**src/rtl/jg3_pkg.sv**
```systemverilog
// Shared definitions for the JG3 inverse encoder: FSM states, XY encodings
// and the fixed JG3 ABC -> XY truth table.
package jg3_pkg;

    typedef enum logic [1:0] {
        IDLE,
        SCAN,
        RESP
    } state_t;

    localparam logic [1:0] XY_00 = 2'b00;
    localparam logic [1:0] XY_01 = 2'b01;
    localparam logic [1:0] XY_10 = 2'b10;
    localparam logic [1:0] XY_11 = 2'b11;

    // No ABC code produces 11; the default arm is unreachable.
    function automatic logic [1:0] jg3_tt(input logic [2:0] abc);
        case (abc)
            3'd0:                   return XY_01;
            3'd1, 3'd2, 3'd3, 3'd4: return XY_00;
            3'd5, 3'd6, 3'd7:       return XY_10;
            default:                return XY_11;
        endcase
    endfunction

endpackage

```
**src/rtl/jg3_tt_lut.sv**
```systemverilog
// Combinational JG3 truth-table lookup, usable standalone as a JG3 reference.
module jg3_tt_lut
    import jg3_pkg::*;
(
    input  logic [2:0] abc,
    output logic [1:0] xy
);

    always_comb begin
        xy = jg3_tt(abc);
    end

endmodule

```
**src/rtl/jg3_inverse_encoder.sv**
```systemverilog
// Sequential inverse of the JG3 decoder: scans ABC codes 0..7 one per clock
// and reports the lowest matching code, the match count and the match mask.
module jg3_inverse_encoder
    import jg3_pkg::*;
#(
    parameter bit EARLY_EXIT = 1'b0
) (
    input  logic       clk,
    input  logic       rst,
    input  logic       req_valid,
    output logic       req_ready,
    input  logic [1:0] req_xy,
    output logic       rsp_valid,
    input  logic       rsp_ready,
    output logic       rsp_found,
    output logic [2:0] rsp_code,
    output logic [3:0] rsp_count,
    output logic [7:0] rsp_mask,
    output logic       busy
);

    state_t     state;
    state_t     state_nx;
    logic [2:0] idx;
    logic [1:0] target;
    logic [3:0] acc_count;
    logic [7:0] acc_mask;
    logic [2:0] acc_first;
    logic [1:0] tt_xy;
    logic       hit;

    jg3_tt_lut u_lut (
        .abc (idx),
        .xy  (tt_xy)
    );

    assign hit = (tt_xy == target);

    always_comb begin
        state_nx  = state;
        req_ready = 1'b0;
        busy      = 1'b1;
        case (state)
            IDLE: begin
                req_ready = !rst;
                busy      = 1'b0;
                if (req_valid) state_nx = SCAN;
            end
            SCAN: begin
                if (idx == 3'd7 || (EARLY_EXIT && hit)) state_nx = RESP;
            end
            RESP: begin
                if (rsp_valid && rsp_ready) state_nx = IDLE;
            end
            default: state_nx = IDLE;
        endcase
    end

    always_ff @(posedge clk) begin
        if (rst) begin
            state     <= IDLE;
            idx       <= '0;
            target    <= '0;
            acc_count <= '0;
            acc_mask  <= '0;
            acc_first <= '0;
            rsp_valid <= 1'b0;
            rsp_found <= 1'b0;
            rsp_code  <= '0;
            rsp_count <= '0;
            rsp_mask  <= '0;
        end else begin
            state <= state_nx;
            case (state)
                IDLE: begin
                    if (req_valid) begin
                        target    <= req_xy;
                        idx       <= '0;
                        acc_count <= '0;
                        acc_mask  <= '0;
                        acc_first <= '0;
                    end
                end
                SCAN: begin
                    if (hit) begin
                        acc_mask[idx] <= 1'b1;
                        acc_count     <= acc_count + 4'd1;
                        if (acc_count == 4'd0) acc_first <= idx;
                    end
                    if (state_nx == SCAN) idx <= idx + 3'd1;
                end
                RESP: begin
                    // First RESP cycle loads the response registers from the
                    // accumulators; the handshake is only honoured afterwards.
                    if (!rsp_valid) begin
                        rsp_valid <= 1'b1;
                        rsp_found <= (acc_count != 4'd0);
                        rsp_code  <= acc_first;
                        rsp_count <= acc_count;
                        rsp_mask  <= acc_mask;
                    end else if (rsp_ready) begin
                        rsp_valid <= 1'b0;
                    end
                end
                default: ;
            endcase
        end
    end

endmodule
```
**config.mk**
```make
export PLATFORM = sky130hd
export DESIGN_NAME = jg3_inverse_encoder
export DESIGN_NICKNAME = d
export VERILOG_FILES = /design/src/rtl/jg3_pkg.sv /design/src/rtl/jg3_tt_lut.sv /design/src/rtl/jg3_inverse_encoder.sv
export SDC_FILE = /design/constraint.sdc
export NUM_CORES = 1
export LEC_CHECK = 0
export ABC_AREA = 1
export ABC_CLOCK_PERIOD_IN_PS = 2420
export BUFFER_PORTS_ARGS = -buffer_cell sky130_fd_sc_hd__buf_2
export CORE_UTILIZATION = 59
export CTS_CLUSTER_SIZE = 14
export DETAILED_ROUTE_END_ITERATION = 7
export PLACE_DENSITY = 0.82
export SYNTH_ARGS = -nofsm -noshare
export SYNTH_HDL_FRONTEND = slang
export SYNTH_HIERARCHICAL = 1
export SYNTH_SLANG_ARGS = --single-unit
```
**constraint.sdc**
```tcl
create_clock -name clk -period 2.42 [get_ports clk]
set_input_delay 0.363 -clock clk [delete_from_list [all_inputs] [get_ports clk]]
set_output_delay 0.363 -clock clk [all_outputs]
set_load 0.1 [all_outputs]
```
-- After elaboration in Yosys (flattened, before gate mapping)
Memories as Yosys holds them, arrays and structs flattened. A register that Yosys moved wholly into a read port is not among the register bits.
Cells that the tools add are included.
W data, S select, Z words.
- register bits: 39
- ROM bits: 16
- latch bits: 0
- output and inout bits: 19
- input port bits: 6
- memory bits (writable): 0
- logic and storage cells: 63
- memories kept: 1
- shifts and indexed selects: 0
- magnitude comparators: 2
- $mul: 0
- add/subtract/negate cells: 2
- equality and inequality tests: 9
- reduce and logical (&&, ||, !) cells: 12
- div/mod/pow operators: 0
- bitwise operators: 2
- muxes and demuxes: 24
- memory list (name ; words ; width ; rd ports ; clocked after memory_dff ; wr ports ; line ; RTL):
    (name not given) ; 8 ; 2 ; 1 ; 1 ; 0 ; jg3_pkg.sv:18 ; case (abc)
- operator list (kind ; count):
    $mux W3 ; 6
    $mux W8 ; 2
    $pmux W8 S2 ; 1
    $pmux W3 S2 ; 2
    $mux W4 ; 2
    $ne A2 B2 Y1 const B ; 4
    $or A8 B8 Y8 ; 1
    $pmux W4 S2 ; 1
    $mux W2 ; 3
    $pmux W2 S3 ; 1
    $reduce_and A3 Y1 ; 2
    $mux W1 ; 5
    $add A4 B1 Y4 const B ; 1
    $eq A2 B1 Y1 const B ; 2
    $logic_not A4 Y1 ; 1
    $lt A3 B4 Y1 const B ; 1
    $reduce_and A2 Y1 ; 2
    $reduce_and A4 Y1 ; 1
    $reduce_bool A4 Y1 ; 1
    $add A3 B1 Y3 const B ; 1
    $demux W1 S3 ; 1
    $eq A3 B3 Y1 const B ; 1
    $ge A3 B1 Y1 const B ; 1
    $eq A2 B2 Y1 ; 1
    6 further kinds ; 7

-- Longest topological paths before layout
- word-level depth: 8
- mapped depth: 12
- mapped depth without buffers: 12

-- Modules after synthesis
Netlist, hierarchy kept.
- modules (own cells, without submodules) (module ; sequential area each (um^2) ; area each (um^2) ; cells each ; times used):
    jg3_inverse_encoder ; 780.7 ; 1629.1 ; 219 ; 1
    jg3_tt_lut ; 0.0 ; 26.3 ; 7 ; 1

-- Worst setup path after synthesis
OpenSTA, ideal clock, no wires.
- kind: register -> output
- start: register state[1]
- end: output req_ready
- required time: 2.057 ns
- data arrival time: 2.502 ns
- slack: -0.445 ns
- stages on the path, launching flop included: 4
- buffers on the path: 0
- cell sequence: dfxtp_1 -> inv_1 -> nand2_1 -> nor2_1
- cells in the longest elaborated chain, start to end: 2
- RTL lines (item ; line ; RTL):
    from (decl) ; jg3_inverse_encoder.sv:22 ; state_t state;
    from (signal assigned) ; jg3_inverse_encoder.sv:73 ; state <= state_nx;
    $logic_not A2 Y1 ; jg3_inverse_encoder.sv:43 ; case (state)
    $mux W1 ; jg3_inverse_encoder.sv:43 ;
    to (decl) ; jg3_inverse_encoder.sv:11 ; output logic req_ready,
Every way passes these cells.

-- Final worst setup path
- start: register state[0]
- end: output req_ready
The elaborated chain is that of the path after synthesis.

==> impl_metrics.tcl <==
set metrics [dict create \
    status "finished clean" \
    met3_usage 0.05738 \
    multi_input_area_um2 743.2 \
    syn_inst 226 \
    fin_crit_ns 1.759 \
    path_delay_family "buffers and inverters" \
    num_vias 1489 \
    antenna_found_initial 0 \
    required_ns 2.06 \
    layout_setup_ws_ns 0.6606 \
    power_mw 1.201 \
    synthToLayoutAreaGrowth_pct 12.32 \
    relSlewSlack 0.6549 \
    final.setup.tns_ns 0 \
    grt_usage 0.2448 \
    grt_max_degree 27 \
    met2_usage 0.3896 \
    syn_area_um2 1655 \
    max_clock_freq_ghz 0.5684 \
    ios 25 \
    dpl_cell_area_um2 1787 \
    avgSynthCellArea_um2 7.325 \
    busiest_layer "met2" \
    drt-initial-drc-count 21 \
    clock-sinks 39 \
    wl_mm 3.237 \
    min_path_type "primary input to flop" \
    grt_pass1_wl_mm 5.161 \
    overflow 0 \
    synth-compound-area-share 0.1315 \
    synth_cell_types 19 \
    antennaDiodeCount 0 \
    detail-route-antenna-nets 0 \
    fillers 234 \
    fp-row-count 18 \
    critPathKind "flop to output port" \
    numPortBuffers 24 \
    crit_start "state[0]" \
    end_kind "output port" \
    max-cap-violations 0 \
    path_buf_inv 2 \
    grt_setup_unrepaired "false" \
    synth_fa_ha_area_frac 0.03023 \
    fin_skew_ns 0.008463 \
    muxShareOfSynthArea 0 \
    cts_max_path_buffers 2 \
    min_from "req_xy[0]" \
    max_slew.worst_pin.slew_ns 0.5164 \
    cts_hold_buf 0 \
    slowest_stage "buf_2" \
    cts_resized 0 \
    num-nets-final 261 \
    cts_buffers 5 \
    synth_fp_nets 236 \
    final_hold_viol_count 0 \
    final_util 0.7242 \
    power_density_nw_per_um2 646.0 \
    rr_startpoint "idx[0]" \
    hpwl_mm 2.220 \
    synth_top_family_by_area "simple AND/OR/NAND/NOR gates" \
    cp-start-kind "flop" \
    finalInstanceArea_um2 1859 \
    maxSlewViolCount 0 \
    crit_arrival_ns 1.40 \
    pre_cts_slack_ns 0.8211 \
    coreArea_um2 2567 \
    grt_pass1_vias 1182 \
    drive_above_1_share 0.1667 \
    synth_seq_area_share 0.4717 \
    cts_setup_buffers 0 \
    cts_tree "done" \
    setup_violations 0 \
    ir_worst_vdd_mv 0.5198 \
    initial_utilization 0.6447 \
    regArea_um2 780.7 \
    routed_via_density 5.280 \
    cts_max_level 2 \
    clk_latency_ns 0.34 \
    dieWidth_um 54.97 \
    post-route-period-util 0.7270 \
    drc 0 \
    cp_max_fo 3 \
    drt-wirelength-per-cell_um 11.48 \
    critical_path.max_stage_delay_ns 0.43 \
    p_leak_nw 0.8002 \
    clock-root-buffer "clkbuf_4" \
    place_congestion 0.8180 \
    synth_seq_cells 39 \
    synthXorXnorAreaFrac 0.01058 \
    yosysWarningCount 6 \
    synth-simple-area-share 0.2751 \
    met1_usage 0.3226 \
    clk_transition_reported_paths_ns 0.12 \
    path_cells "inv_1, nand2_1, nor2_2, buf_2" \
    die-height_um 54.97 \
    drt_first_pass_iters 4 \
    die-area_um2 3022 \
]
-- per-layer routing --
metal	share of wire	wire length, um
met3	0.028	90
met5	0	0
met4	0.016	53
met1	0.49	1577
met2	0.47	1515
-- tightest hold or removal path, stage by stage --
cell and delay (ns):
buf_2 0.07, o21ai_0 0.08, a21oi_1 0.11
-- state kept, by name, summed over array words and instances, names as in the netlist --
name	count
acc_count	4
acc_first	3
acc_mask	8
idx	3
rsp_code	3
rsp_count	4
rsp_found	1
rsp_mask	8
rsp_valid	1
state	2
target	2
-- worst paths after layout --
path | endpoint | slack [ns] | cells after the start
max | req_ready | 0.66 | 4
min | target[0] | 0.31 | 3
max reg2reg | acc_count[1] | 0.79 | 8
min reg2reg | rsp_code[2] | 0.46 | 2
-- cells in the mapped netlist, drive strengths merged --
cell type  number  area, um2
nor2           31      128.9
a22oi           1      7.510
a21oi          37      185.2
inv            23      86.33
buf             5      32.53
nand2          45      176.4
o21ai           5      25.02
dfxtp          39      780.8
clkinv          1      3.750
nand3          30      150.1
ha              4      50.05
xor2            2      17.52
clkbuf          3      11.26
-- cell usage in the layout (no fill, tap or decap), drive strengths merged --
master	count
a21oi	37
nand2	45
dfxtp	39
nor2	31
nand3	30
o21ai	5
clkbuf	7
inv	23
clkinvlp	1
clkinv	1
a22oi	1
xor2	2
ha	4
buf	26
-- power breakdown --
group | leakage [nW] | internal (mW) | switching (mW)
clock network | 0.0375 | 0.170 | 0.212
registers | 0.316 | 0.660 | 0.0188
logic | 0.447 | 0.0391 | 0.102
-- cell families (layout without fill, tap and decap cells) --
kind of cell | after synthesis | after routing
adders and majority gates | 4 | 4
and+or+nand+nor | 106 | 106
buffers and inverters | 32 | 58
DFF | 39 | 39
AOI/OAI and AO/OA | 43 | 43
xor gates and xnor gates | 2 | 2
-- final cells by class --
| type | count | share of cell area |
|---|---|---|
| sequential | 39 | 0.4199 |
| multi-input combinational | 155 | 0.3997 |
| timing repair buffer | 26 | 0.07268 |
| inverter | 24 | 0.04845 |
| clock buffer | 7 | 0.03499 |
| tap | 30 | 0.02019 |
| clock inverter | 1 | 0.004038 |
-- stage by stage --
stage	hold slack [ns]	std cells
finish	0.3110	282
CTS	0.3018	282
floorplan	0.4302	226
detailed placement	0.4501	274
global route	0.3172	282
global placement	0.4455	274
(Power assumes the default switching activity.)
